`config.mk`:
```
export PLATFORM = sky130hd
export DESIGN_NAME = io_bus_packet_loader
export DESIGN_NICKNAME = d
export VERILOG_FILES = /design/src/rtl/io_bus_packet_loader.sv
export SDC_FILE = /design/constraint.sdc
export NUM_CORES = 1
export LEC_CHECK = 0
export ABC_AREA = 1
export BUFFER_PORTS_ARGS = -buffer_cell sky130_fd_sc_hd__buf_2
export CAP_MARGIN = 10
export CORE_MARGIN = 2
export CORE_UTILIZATION = 30
export DETAILED_ROUTE_END_ITERATION = 10
export GPL_TIMING_DRIVEN = 0
export PLACE_DENSITY = 0.46
export SETUP_SLACK_MARGIN = 0.3
export SLEW_MARGIN = 10
export SYNTH_ARGS = -nofsm -noshare
export SYNTH_HDL_FRONTEND = slang
export SYNTH_SLANG_ARGS = --single-unit
export TNS_END_PERCENT = 20
```
`constraint.sdc`:
```
create_clock -name CLK -period 4.9 [get_ports CLK]
set_input_delay 1.47 -clock CLK [delete_from_list [all_inputs] [get_ports CLK]]
set_output_delay 1.47 -clock CLK [all_outputs]
set_load 0.005 [all_outputs]
```
`src/rtl/io_bus_packet_loader.sv`:
```
// Packs pairs of 32-bit CPU bus words into 64-bit RAM writes at sequential addresses.
// Each packet is a length header followed by data; the header is checked against RAM capacity.
module io_bus_packet_loader #(
    parameter int RAM_ADDRESS_WIDTH = 13,
    parameter int DATA_WIDTH        = 64,
    parameter int RAM_DEPTH         = 6000,
    parameter int BUS_WIDTH         = 32
) (
    input  logic                         CLK,
    input  logic                         RST,
    input  logic                         INT,
    input  logic                         Load_Process,
    input  logic                         Start,
    input  logic [RAM_ADDRESS_WIDTH-1:0] Base_Address,
    input  logic [BUS_WIDTH-1:0]         Bus_Data,
    output logic                         WR_Enable,
    output logic [RAM_ADDRESS_WIDTH-1:0] WR_Address,
    output logic [DATA_WIDTH-1:0]        WR_Data,
    output logic                         Busy,
    output logic                         Done_Loading,
    output logic                         Error,
    output logic [RAM_ADDRESS_WIDTH-1:0] Words_Written
);

    typedef enum logic [2:0] {
        S_IDLE   = 3'd0,
        S_HEADER = 3'd1,
        S_LOW    = 3'd2,
        S_HIGH   = 3'd3,
        S_ERROR  = 3'd4
    } state_t;

    localparam logic [RAM_ADDRESS_WIDTH:0] DEPTH_C = (RAM_ADDRESS_WIDTH + 1)'(RAM_DEPTH);
    localparam logic [RAM_ADDRESS_WIDTH-1:0] ZERO_A = {RAM_ADDRESS_WIDTH{1'b0}};

    state_t                         state_q, state_d;
    logic [RAM_ADDRESS_WIDTH-1:0]   base_q, base_d;
    logic [RAM_ADDRESS_WIDTH-1:0]   n_q, n_d;
    logic [BUS_WIDTH-1:0]           low_q, low_d;
    logic [RAM_ADDRESS_WIDTH-1:0]   words_q, words_d;
    logic                           wr_en_q, wr_en_d;
    logic [RAM_ADDRESS_WIDTH-1:0]   wr_addr_q, wr_addr_d;
    logic [DATA_WIDTH-1:0]          wr_data_q, wr_data_d;
    logic                           busy_q, busy_d;
    logic                           done_q, done_d;
    logic                           error_q, error_d;

    logic [RAM_ADDRESS_WIDTH-1:0]   hdr_n_s;
    logic [RAM_ADDRESS_WIDTH:0]     hdr_end_s;
    logic [RAM_ADDRESS_WIDTH-1:0]   words_inc_s;

    assign hdr_n_s     = Bus_Data[RAM_ADDRESS_WIDTH-1:0];
    // One extra bit so Base+N cannot wrap past the capacity check.
    assign hdr_end_s   = {1'b0, base_q} + {1'b0, hdr_n_s};
    assign words_inc_s = words_q + {{(RAM_ADDRESS_WIDTH-1){1'b0}}, 1'b1};

    // Next-state and output decode; withdrawing Load_Process beats any INT in the same cycle.
    always_comb begin
        state_d   = state_q;
        base_d    = base_q;
        n_d       = n_q;
        low_d     = low_q;
        words_d   = words_q;
        wr_en_d   = 1'b0;
        wr_addr_d = wr_addr_q;
        wr_data_d = wr_data_q;
        done_d    = 1'b0;
        error_d   = error_q;
        case (state_q)
            S_IDLE: begin
                if (Start && Load_Process) begin
                    state_d = S_HEADER;
                    base_d  = Base_Address;
                    words_d = ZERO_A;
                    error_d = 1'b0;
                    low_d   = {BUS_WIDTH{1'b0}};
                end else begin
                    state_d = S_IDLE;
                end
            end
            S_HEADER: begin
                if (!Load_Process) begin
                    state_d = S_IDLE;
                end else if (INT) begin
                    n_d = hdr_n_s;
                    if (hdr_n_s == ZERO_A) begin
                        done_d  = 1'b1;
                        state_d = S_IDLE;
                    end else if (hdr_end_s > DEPTH_C) begin
                        error_d = 1'b1;
                        state_d = S_ERROR;
                    end else begin
                        state_d = S_LOW;
                    end
                end else begin
                    state_d = S_HEADER;
                end
            end
            S_LOW: begin
                if (!Load_Process) begin
                    state_d = S_IDLE;
                    low_d   = {BUS_WIDTH{1'b0}};
                end else if (INT) begin
                    low_d   = Bus_Data;
                    state_d = S_HIGH;
                end else begin
                    state_d = S_LOW;
                end
            end
            S_HIGH: begin
                if (!Load_Process) begin
                    state_d = S_IDLE;
                    low_d   = {BUS_WIDTH{1'b0}};
                end else if (INT) begin
                    wr_en_d   = 1'b1;
                    wr_addr_d = base_q + words_q;
                    wr_data_d = {Bus_Data, low_q};
                    words_d   = words_inc_s;
                    if (words_inc_s == n_q) begin
                        done_d  = 1'b1;
                        state_d = S_IDLE;
                    end else begin
                        state_d = S_LOW;
                    end
                end else begin
                    state_d = S_HIGH;
                end
            end
            S_ERROR: begin
                if (!Load_Process) begin
                    state_d = S_IDLE;
                end else if (Start) begin
                    state_d = S_HEADER;
                    base_d  = Base_Address;
                    words_d = ZERO_A;
                    error_d = 1'b0;
                    low_d   = {BUS_WIDTH{1'b0}};
                end else begin
                    state_d = S_ERROR;
                end
            end
            default: begin
                state_d = S_IDLE;
            end
        endcase
        busy_d = (state_d == S_HEADER) || (state_d == S_LOW) || (state_d == S_HIGH);
    end

    // State and output registers with synchronous active-low reset.
    always_ff @(posedge CLK) begin
        if (!RST) begin
            state_q   <= S_IDLE;
            base_q    <= ZERO_A;
            n_q       <= ZERO_A;
            low_q     <= {BUS_WIDTH{1'b0}};
            words_q   <= ZERO_A;
            wr_en_q   <= 1'b0;
            wr_addr_q <= ZERO_A;
            wr_data_q <= {DATA_WIDTH{1'b0}};
            busy_q    <= 1'b0;
            done_q    <= 1'b0;
            error_q   <= 1'b0;
        end else begin
            state_q   <= state_d;
            base_q    <= base_d;
            n_q       <= n_d;
            low_q     <= low_d;
            words_q   <= words_d;
            wr_en_q   <= wr_en_d;
            wr_addr_q <= wr_addr_d;
            wr_data_q <= wr_data_d;
            busy_q    <= busy_d;
            done_q    <= done_d;
            error_q   <= error_d;
        end
    end

    assign WR_Enable     = wr_en_q;
    assign WR_Address    = wr_addr_q;
    assign WR_Data       = wr_data_q;
    assign Busy          = busy_q;
    assign Done_Loading  = done_q;
    assign Error         = error_q;
    assign Words_Written = words_q;

endmodule

```
Word-level counts from Yosys, hierarchy flattened:

Cells that the tools add are included.

* register bits after elaboration: 155
* input bits: 50
* logic and storage cells: 96
* output and inout port bits: 94

* equality and inequality tests: 19
* reductions and logical operators: 16
* magnitude comparators: 1
* multiplexer cells: 46
* add/sub/neg operators: 3

Operator list (count)
* two-way mux 32 bit: 6
* case mux 32 bit (4 select lines): 1
* two-way mux 13 bit: 8
* case mux 13 bit (3 select lines): 1
* case mux 13 bit (2 select lines): 1
* two-way mux 3 bit: 8
* != test 2 bit, second input constant: 10
* two-way mux 1 bit: 16
* case mux 3 bit (5 select lines): 1
* adder 13 x 13 -> 14 bit: 1
* > comparator 14 x 13 -> 1 bit, second input constant: 1
* adder 13 x 1 -> 13 bit, second input constant: 1
* adder 13 bit: 1
* equality test 13 bit: 1
* logical NOT 13 bit: 1
* equality test 3 x 2 -> 1 bit, second input constant: 4
* AND reduction 6 bit: 2
* AND reduction 3 bit: 3
* AND reduction 8 bit: 1
* equality test 3 x 1 -> 1 bit, second input constant: 2
* nonzero test 3 bit: 2
* two-way mux 2 bit: 2
* AND reduction 4 bit: 1
* nonzero test 4 bit: 1
* other kinds (8): 9

Logic depth before layout (Yosys ltp):

Gate-level depths: netlist of run 1.

* depth in word-level cells: 10
* mapped depth: 20

Worst setup path after synthesis of run 1:

No wires, ideal clock.

* kind: input -> register
* start: in Bus_Data[0]
* end: reg busy_q, in the netlist Busy
* data arrival time: 3112 ps
* cell stages on the path: 19
* buffers on the path: 0
* path slack: 1675 ps
* cell sequence: ha_1 > inv_1 > fa_1 > inv_1 > nand3_1 > nand2_1 > nand2_1 > nand2_1 > nand2_1 > nand3_1 > nand3_1 > nor2_1 > nand2_1 > nand2_1 > nand2_1 > nand2_1 > nand2_1 > nand2_1 > nand2_1

* word-level cells in the longest chain between the ends: 10

RTL lines
* start, declared: line 15 `input logic [BUS_WIDTH-1:0] Bus_Data,`
* adder 13 x 13 -> 14 bit: line 54 `assign hdr_end_s = {1'b0, base_q} + {1'b0, hdr_n_s};`
* > comparator 14 x 13 -> 1 bit: line 89 `end else if (hdr_end_s > DEPTH_C) begin`
* two-way mux 3 bit: line 89
* two-way mux 3 bit (*): line 86 `if (hdr_n_s == ZERO_A) begin`
* two-way mux 3 bit (*): line 84 `end else if (INT) begin`
* two-way mux 3 bit (*): line 82 `if (!Load_Process) begin`
* case mux 3 bit (5 select lines) (*): line 69 `case (state_q)`
* equality test 3 x 1 -> 1 bit / equality test 3 x 2 -> 1 bit (equally long branches): line 146 `busy_d = (state_d == S_HEADER) || (state_d == S_LOW) || (state_d == S_HIGH);`
* logical OR 1 bit: line 146
* logical OR 1 bit (*): line 146
* end signal, assigned: line 172 `busy_q <= busy_d;`
* end, declared: line 44 `logic busy_q, busy_d;`

Every way passes the cells marked *; elsewhere a longest branch is shown, timed or not.
A chain may end at the register's enable or synchronous reset.

Worst setup path in the final report of run 1:

Same ends and word-level chain as after synthesis.

==> results by group, run 1 <==
Detailed routing
  – Detailed-route DRC error count: 0
  – 1st-iter DRT viols: 482
  – Drt wl/cell: 17.6 microns
  – Number of routed nets with antenna violations: 0
  – Via count: 7382
  – DR vias/cell: 4.76
  – Total wire length: 27300 microns
  – DRT Pass-1 Iters: 5

Pwr
  – Net Sw Frac: 29.4%
  – Switching power: 887 uW
  – Leakage: 4.41 nW
  – VDD IR max: 270 uV
  – Internal: 2.13 mW
  – Pwr dens: 325 nW/um^2
  – Gate power share: 10.0%
  – Clk pwr share: 46.8%
  – Flop pwr share: 43.2%

Timing
  – Slew @ Worst Pin: 0.902 ns
  – Final Hold Viols: 0
  – RSZ-0062 raised after global routing: no
  – Final setup violation count: 0
  – Final Critical Period: 3.39 ns
  – Final worst path period share: 69.2%
  – Slew Limit Fails: 0
  – Setup TNS: 0 ns
  – Clock skew: 0.0182 ns
  – Final hold slack: 0.454 ns
  – Relative slew slack: 39.9%
  – Worst setup margin: 1.51 ns
  – Fmax: 0.295 GHz

CTS
  – Setup Fix Bufs, Post-CTS: 0
  – CTS tree: done
  – Htree depth: 4
  – Resized Gates After CTS: 0
  – Worst-path clk slew: 0.08 ns
  – Root buffer cell: clkbuf_16
  – Later-pin clock latency in the skew report: 0.44 ns
  – Clk buf depth: 2
  – CTS buffer count: 17
  – CTS Sinks: 155
  – Cts hold-fix bufs: 0

Floorplanning
  – IO Pins: 144
  – Die height: 163 microns
  – FP Rows: 58
  – Initial Utilization: 30.3%
  – Die X: 163 microns
  – Die Area: 26400 sq um
  – Core ar.: 24900 sq um

Worst setup path
  – Slowest-stage cell, CP: fa_1
  – WP data arrival: 3.69 ns
  – Worst path bufs/invs: 3
  – Startpoint types: primary input
  – CP most frequent cell: nand2_1
  – Worst path max stage delay: 0.39 ns
  – Crit path max fanout: 5
  – Crit path max-delay family: simple AND/OR/NAND/NOR gates
  – Worst EP required: 5.20 ns
  – Worst path cell trace: buf_2 > ha_1 > inv_1 > fa_1 > inv_1 > nand3_1 > nand2_1 > nand2_1 > nand2_1 > nand2_1 > nand3_1 > nand3_1 > nor2_1 > nand2_1 > nand2_1 > nand2_1 > nand2_1 > nand2_1 > nand2_1 > nand2_1
  – Crit end category: flop
  – Worst Reg-to-Reg Cells: 19
  – Levels on crit path: 20
  – Worst Setup Path Type: in -> reg

GRT
  – GRT overflow: 0
  – Antenna violations before repair: 0
  – Total GRT Usage: 21.1%
  – Largest net degree at the start of global routing: 19
  – First-pass GRT wire length: 42000 microns
  – Number of global-route vias before repair: 7250

Finish
  – Fillers: 2676
  – Layout cell share with drive strength beyond 1: 18.4%
  – Area grow syn2layout: 23.2%
  – Ant diodes: 0
  – Post-Layout Inst Area: 9290 sq um
  – Nets@finish: 1285

Run
  – Max capacitance violation total: 0

Worst hold path
  – Hold path cells: 2
  – Min-Delay Path Class: reg -> reg

Synthesis
  – Yosys cell types: 42
  – Sequential area share after synthesis: 41.2%
  – Warnings, synthesis: 0
  – Synth area leaders: dfxtp_1 41%, nand2_1 8.1%, a21oi_1 7.4%
  – Top-area cell type share of the netlist area: 41.2%
  – Syn Nets: 1124
  – Mapped Avg Cell Area: 7.21 sq um
  – Synth area leader: dfxtp_1
  – Synthesis-stage register bit count: 155
  – Mapped Cells: 1046
  – Mapped cell area: 7540 sq um

Placed design
  – Hpwl dp: 20600 microns
  – PortBufs: 142
  – RePlAce Congestion: 0.934
  – Cell Area, Placed: 8660 sq um
  – Setup Slack @ Placement: 1.06 ns

Outcome
  – Status: finished, final reports clean
==> cells in the mapped netlist (all sizes together) <==
cell    number
a211oi      27
a21boi       1
a21o         2
a21oi      113
a221oi       1
a31oi        2
buf         15
bufbuf       1
clkbuf      32
dfxtp      155
fa           2
ha          26
inv        125
nand2      169
nand3       50
nand3b       9
nand4       12
nor2       159
nor3         6
nor4         2
o211ai       2
o21ai      110
o21bai       3
o221ai       3
or2          4
xnor2        6
xor2         8
xor3         1
==> sequential cells by signal, summed over array words and instances, names as in the netlist <==
register and flops:
Busy 1, Done_Loading 1, Error 1, WR_Address 13, WR_Data 64, WR_Enable 1
Words_Written 13, base_q 13, low_q 32, n_q 13, state_q 3
==> logic make-up (layout without fill, tap and decap cells) <==
logic type	after synthesis	count (layout)	synth area share, %
compound gates	264	264	19.3
xor+xnor	15	15	1.94
fa+ha+maj	28	28	4.85
buf+inv	173	347	9.23
flops	155	155	41.2
simple gates	411	411	23.5
==> routing by layer <==
| metal | track usage [%] | vias up | share of wire, % |
|---|---|---|---|
| met5 | 0 | - | 0 |
| met4 | 5.47 | 0 | 1.6 |
| met3 | 4.15 | 24 | 5.3 |
| met2 | 34.8 | 190 | 45 |
| met1 | 28.3 | 3405 | 48 |
| li1 | - | 3763 | - |
==> worst register-to-register path, stage by stage (launching register included) <==
cell     delay (ns)
dfxtp_1        0.37
ha_1           0.18
inv_1          0.06
fa_1           0.39
inv_1          0.09
nand3_1        0.08
nand2_1        0.12
nand2_1        0.08
nand2_1        0.09
nand2_1        0.10
nand3_1        0.09
nand3_1        0.08
nor2_1         0.16
nand2_1        0.08
nand2_1        0.08
nand2_1        0.05
nand2_1        0.05
nand2_1        0.05
nand2_1        0.08
nand2_1        0.10
==> path summary, 6_finish.rpt <==
kind,start,to,slack (ns)
max,Bus_Data[0],Busy$_SDFF_PN0_,1.51
min,low_q[23]$_SDFFE_PN0P_,WR_Data[23]$_SDFFE_PN0P_,0.45
max reg2reg,base_q[0]$_SDFFE_PN0P_,Busy$_SDFF_PN0_,2.37
min reg2reg,low_q[23]$_SDFFE_PN0P_,WR_Data[23]$_SDFFE_PN0P_,0.45
==> stage by stage <==
step	utilization (%)	total power, mW	std cells
4_1_cts	37.3	3.04	1550
3_5_place_dp	34.8	1.63	1518
2_1_floorplan	-	1.52	1046
6_report	37.3	3.02	1550
3_3_place_gp	34.8	1.63	1518
5_1_grt	37.3	3.14	1550
==> power by group through the flow <==
stage | Sequential (mW) | Combinational, mW | Clock [mW]
finish | 1.30 | 0.301 | 1.41
global route | 1.31 | 0.339 | 1.49
CTS | 1.30 | 0.301 | 1.43
detailed placement | 1.33 | 0.300 | 0
global placement | 1.33 | 0.299 | 0
floorplan | 1.33 | 0.192 | 0
==> layout make-up <==
cell class | count | area (sq um) | share of cell area (%)
inverter | 125 | 469 | 5.05
clock inverter | 15 | 200 | 2.16
sequential | 155 | 3100 | 33.4
buffer | 48 | 226 | 2.44
clock buffer | 17 | 425 | 4.58
timing repair buffer | 142 | 711 | 7.65
tap | 330 | 413 | 4.45
multi-input combinational | 718 | 3740 | 40.3
==> layout by cell type, fill, tap and decap left out, types with 3 or more instances in the layout <==
| cell type | instances |
|---|---|
| nand2_1 | 163 |
| dfxtp_1 | 155 |
| buf_2 | 152 |
| nor2_1 | 149 |
| inv_1 | 116 |
| a21oi_1 | 112 |
| o21ai_0 | 109 |
| nand3_1 | 48 |
| clkbuf_1 | 32 |
| a211oi_1 | 27 |
| ha_1 | 26 |
| clkbuf_16 | 17 |
| nand4_1 | 12 |
| nand3b_1 | 9 |
| inv_2 | 9 |
| xor2_1 | 8 |
| xnor2_1 | 6 |
| nand2_2 | 6 |
| nor3_1 | 5 |
| nor2_4 | 5 |
| nor2_2 | 5 |
| clkinv_8 | 5 |
| inv_8 | 5 |
| buf_4 | 3 |
| or2_2 | 3 |
Power figures use the tool's default switching activity.
==> run 2, diff against run 1 <==
- clock period: 4.9 -> 3.3 ns (I/O delays scaled with it)
==> results by group, run 2 (synthesis gave the netlist of run 1 again) <==
Outcome
  – Status: finished, final reports clean

GRT
  – First-pass GRT wire length: 42000 microns
  – Antenna violations before repair: 0
  – GRT overflow: 0
  – Number of global-route vias before repair: 7250
  – Largest net degree at the start of global routing: 19
  – Total GRT Usage: 21.1%

CTS
  – Later-pin clock latency in the skew report: 0.44 ns
  – CTS tree: done
  – Clk buf depth: 2
  – Htree depth: 4
  – Root buffer cell: clkbuf_16
  – Resized Gates After CTS: 0
  – CTS buffer count: 17
  – Cts hold-fix bufs: 0
  – Setup Fix Bufs, Post-CTS: 0
  – CTS Sinks: 155
  – Worst-path clk slew: 0.08 ns

Worst setup path
  – Crit path max fanout: 5
  – WP data arrival: 3.09 ns
  – Worst Setup Path Type: in -> reg
  – CP most frequent cell: nand2_1
  – Worst EP required: 3.60 ns
  – Worst path cell trace: clkbuf_4 > ha_1 > inv_1 > fa_2 > inv_1 > nand3_1 > nand2_2 > nand2_1 > nand2_1 > nand2_1 > nand3_1 > nand3_1 > nor2_2 > nand2_1 > nand2_1 > nand2_1 > nand2_1 > nand2_1 > nand2_1 > nand2_1
  – Worst path max stage delay: 0.34 ns
  – Crit end category: flop
  – Startpoint types: primary input
  – Slowest-stage cell, CP: fa_2

Pwr
  – VDD IR max: 400 uV
  – Clk pwr share: 46.8%
  – Power after layout: 4.49 mW
  – Switching power: 1.32 mW
  – Flop pwr share: 43.2%
  – Pwr dens: 482 nW/um^2
  – Net Sw Frac: 29.5%
  – Gate power share: 10.0%
  – Leakage: 4.41 nW
  – Internal: 3.16 mW

Timing
  – RSZ-0062 raised after global routing: no
  – Final setup violation count: 0
  – Slew Limit Fails: 0
  – Final worst path period share: 84.6%
  – Final Critical Period: 2.79 ns
  – Relative slew slack: 39.8%
  – Final Hold Viols: 0
  – Setup TNS: 0 ns
  – Fmax: 0.358 GHz
  – Slew @ Worst Pin: 0.903 ns
  – Clock skew: 0.0159 ns

Finish
  – Flip-flop count of the largest register after layout: 64
  – Area grow syn2layout: 23.4%
  – Most common cell after layout, fill and taps aside: nand2_1
  – Nets@finish: 1285
  – Ant diodes: 0
  – Fillers: 2673
  – Final Non-Filler Cells: 1550
  – Highest-count cells in the layout ignoring fill and taps: 162 x nand2_1, 155 x dfxtp_1, 151 x buf_2
  – Layout cell share with drive strength beyond 1: 18.7%

Floorplanning
  – IO Pins: 144
  – Die height: 163 microns
  – Initial Utilization: 30.3%
  – Die Area: 26400 sq um
  – Core ar.: 24900 sq um
  – FP Rows: 58
  – Die X: 163 microns

Detailed routing
  – Number of routed nets with antenna violations: 0
  – Detailed-route DRC error count: 0
  – Drt wl/cell: 17.6 microns
  – 1st-iter DRT viols: 461
  – Via count: 7375
  – Total wire length: 27200 microns
  – DR vias/cell: 4.76
  – DRT Pass-1 Iters: 7

Placed design
  – Placed cells: 1518
  – PortBufs: 142
  – Hpwl dp: 20600 microns
  – RePlAce Congestion: 0.934

Run
  – Max capacitance violation total: 0

Worst hold path
  – Min-Delay Path Class: reg -> reg
## run 2: cell count changes in the layout (fill, tap and decap cells not counted), sizes merged
cell	change
buf	-1
clkbuf	+1
## run 2: path summary, 6_finish.rpt
kind                                               startpoint                        to  slack (ns)  cells past startpoint
worst max-delay path                              Bus_Data[0]           Busy$_SDFF_PN0_        0.51                     20
worst min-delay path                   low_q[23]$_SDFFE_PN0P_  WR_Data[23]$_SDFFE_PN0P_        0.46                      2
worst max register to register  Words_Written[1]$_SDFFE_PN0P_           Busy$_SDFF_PN0_        0.77                     14
worst min register to register         low_q[23]$_SDFFE_PN0P_  WR_Data[23]$_SDFFE_PN0P_        0.46                      2
## run 2: worst max-delay path, delay by kind of cell
kind	cells	cell delay [ns]
adder cells (fa/ha/maj)	2	0.52
buffers and inverters	3	0.32
AND/OR/NAND/NOR	15	1.26
## run 2: metal layers
metal / vias up / GRT usage, % / part of all wire, % / routed length, microns
met5: - / 0 / 0 / 0
met4: 0 / 5.47 / 1.7 / 472
met3: 26 / 4.15 / 5.4 / 1480
met2: 186 / 34.8 / 45 / 12300
met1: 3403 / 28.3 / 48 / 13000
li1: 3760 / - / - / -
## run 2: through the flow
| step | setup slack (ns) | utilization [%] | cell area [sq um] | hold slack (ns) |
|---|---|---|---|---|
| after detailed placement | -0.0572 | 34.8 | 8660 | 0.448 |
| after CTS | 0.391 | 37.3 | 9290 | 0.457 |
| after global routing | 0.316 | 37.4 | 9300 | 0.478 |
| final | 0.507 | 37.4 | 9300 | 0.457 |
| after floorplan | 0.555 | - | 7540 | 0.430 |
| after global placement | -0.0589 | 34.8 | 8660 | 0.447 |
## run 2: layout make-up
type / instances / area, sq um / area share [%]
inverter: 125 / 469 / 5.05
timing repair buffer: 142 / 713 / 7.67
tap: 330 / 413 / 4.44
sequential: 155 / 3100 / 33.4
multi-input combinational: 718 / 3750 / 40.3
clock inverter: 15 / 200 / 2.15
buffer: 48 / 226 / 2.44
clock buffer: 17 / 425 / 4.57
## run 2: power by group through the flow
stage | combinational, mW | sequential, mW | clock, mW
floorplan | 0.285 | 1.97 | 0
global placement | 0.444 | 1.98 | 0
detailed placement | 0.445 | 1.98 | 0
CTS | 0.447 | 1.94 | 2.13
global route | 0.507 | 1.94 | 2.21
finish | 0.449 | 1.94 | 2.10
==> run 3, diff against run 2 <==
- clock period: 3.3 -> 2.9 ns (I/O delays scaled with it)
==> results by group, run 3 (synthesis gave the netlist of run 1 again) <==
Worst setup path
  – Worst EP required: 3.27 ns
  – Worst path max stage delay: 0.39 ns
  – Startpoint types: primary input
  – Crit path max fanout: 5
  – CP most frequent cell: nand2_2
  – WP data arrival: 2.88 ns
  – Crit end category: flop
  – Worst path cell trace: buf_12 > ha_4 > inv_1 > fa_2 > inv_2 > nand3_2 > nand2_2 > nand2_2 > nand2_2 > nand2_2 > nand3_2 > nand3_1 > nor2_1 > nand3b_1 > nand2_2 > nand2_2 > nand2_1 > nand2_2 > nand2_2
  – Slowest-stage cell, CP: fa_2
  – R2r startpoint: Words_Written[0]$_SDFFE_PN0P_
  – Worst Setup Path Type: in -> reg
  – Worst R2R End: WR_Address[10]$_SDFFE_PN0P_
  – FF-to-FF setup slack: 0.48 ns
  – Worst Reg-to-Reg Cells: 10

Floorplanning
  – Die X: 163 microns
  – Core ar.: 24900 sq um
  – IO Pins: 144
  – Die Area: 26400 sq um
  – Die height: 163 microns
  – Initial Utilization: 30.3%
  – FP Rows: 58

CTS
  – CTS tree: done
  – CTS Sinks: 155
  – Later-pin clock latency in the skew report: 0.44 ns
  – CTS buffer count: 17
  – Root buffer cell: clkbuf_16
  – Htree depth: 4
  – Worst-path clk slew: 0.07 ns
  – Clk buf depth: 2
  – Cts hold-fix bufs: 0

Timing
  – Setup TNS: 0 ns
  – RSZ-0062 raised after global routing: yes
  – Final hold slack: 0.460 ns
  – Final Hold Viols: 0
  – Final setup violation count: 0
  – Slew @ Worst Pin: 0.820 ns
  – Final worst path period share: 86.6%
  – Final Critical Period: 2.51 ns
  – Fmax: 0.398 GHz
  – Worst setup margin: 0.388 ns
  – Slew Limit Fails: 0
  – Clock skew: 0.0154 ns
  – Relative slew slack: 45.3%

Worst hold path
  – WHS Endpoint: WR_Data[16]$_SDFFE_PN0P_
  – Min-Delay Path Class: reg -> reg
  – Min-delay src: low_q[16]$_SDFFE_PN0P_
  – Hold path cells: 2

Run
  – Max capacitance violation total: 0

Finish
  – Highest-count cells in the layout ignoring fill and taps: 154 x dfxtp_1, 154 x nand2_1, 147 x nor2_1, 147 x buf_2, 114 x inv_1
  – Nets@finish: 1289
  – Flip-flop count of the largest register after layout: 64
  – Post-Layout Inst Area: 9460 sq um
  – Area grow syn2layout: 25.5%
  – Ant diodes: 0
  – Layout cell share with drive strength beyond 1: 21.1%
  – Fillers: 2684

Detailed routing
  – Detailed-route DRC error count: 0
  – Via count: 7319
  – Number of routed nets with antenna violations: 0
  – Drt wl/cell: 17.5 microns
  – 1st-iter DRT viols: 406
  – DR vias/cell: 4.71
  – DRT Pass-1 Iters: 5
  – Total wire length: 27200 microns

Placed design
  – Setup Slack @ Placement: -0.348 ns
  – Hpwl dp: 20700 microns
  – PortBufs: 142
  – Cell Area, Placed: 8660 sq um
  – RePlAce Congestion: 0.907

Outcome
  – Status: finished, final reports clean

GRT
  – GRT overflow: 0
  – Number of global-route vias before repair: 7174
  – First-pass GRT wire length: 41600 microns
  – Largest net degree at the start of global routing: 19
  – Antenna violations before repair: 0
  – Total GRT Usage: 20.9%

Pwr
  – Power after layout: 5.02 mW
  – Pwr dens: 530 nW/um^2
  – Leakage: 4.41 nW
  – VDD IR max: 286 uV
run 3: changes by cell type in the layout (fill, tap and decap cells not counted), moves of 4 or more:
cell / delta
buf_2: -4
buf_4: +6
ha_1: -9
ha_4: +6
nand2_1: -8
nand2_2: +8
run 3: cell type report:
| type | instances | area (sq um) | area share [%] |
|---|---|---|---|
| inverter | 125 | 473 | 5.00 |
| clock buffer | 17 | 425 | 4.50 |
| multi-input combinational | 718 | 3880 | 41.0 |
| clock inverter | 15 | 175 | 1.85 |
| sequential | 155 | 3100 | 32.8 |
| tap | 330 | 413 | 4.36 |
| timing repair buffer | 146 | 766 | 8.09 |
| buffer | 48 | 226 | 2.39 |
run 3: how the worst max path moves through the flow:
stage / startpoint / endpoint / depth (start not counted)
after detailed placement: Bus_Data[0] / Busy$_SDFF_PN0_ / 20
final: Bus_Data[0] / Busy$_SDFF_PN0_ / 19
after CTS: Bus_Data[0] / Busy$_SDFF_PN0_ / 20
after global routing: Bus_Data[0] / state_q[2]$_SDFF_PN0_ / 16
after floorplan: Bus_Data[0] / Busy$_SDFF_PN0_ / 19
after global placement: Bus_Data[0] / Busy$_SDFF_PN0_ / 20
run 3: what timing repair did:
action	CTS	global route
hold endpoints to repair	0	0
pin swaps	2	7
endpoints found under the setup margin	4	6
gates cloned	0	0
buffers inserted	1	3
resized for setup	9	30
run 3: power breakdown:
part           switching, mW  internal, mW
combinational          0.353         0.195
clock                   1.10          1.17
sequential            0.0292          2.18
run 3: layer usage:
layer | vias up | global-route usage (%) | part of all wire (%)
li1 | 3764 | - | -
met1 | 3363 | 28.3 | 48
met2 | 168 | 33.6 | 46
met3 | 24 | 4.30 | 4.9
met4 | 0 | 6.48 | 1.5
met5 | - | 0 | 0
run 3: critical path, delay by kind of cell:
| kind | cells | cell delay (ns) |
|---|---|---|
| adders and majority gates | 2 | 0.52 |
| buffers and inverters | 3 | 0.23 |
| and+or+nand+nor | 14 | 1.24 |
run 3: per-stage QoR:
stage / util, % / cells
after floorplan: - / 1046
after global placement: 34.8 / 1518
after detailed placement: 34.8 / 1518
after CTS: 37.4 / 1551
after global routing: 38.0 / 1554
final: 38.0 / 1554
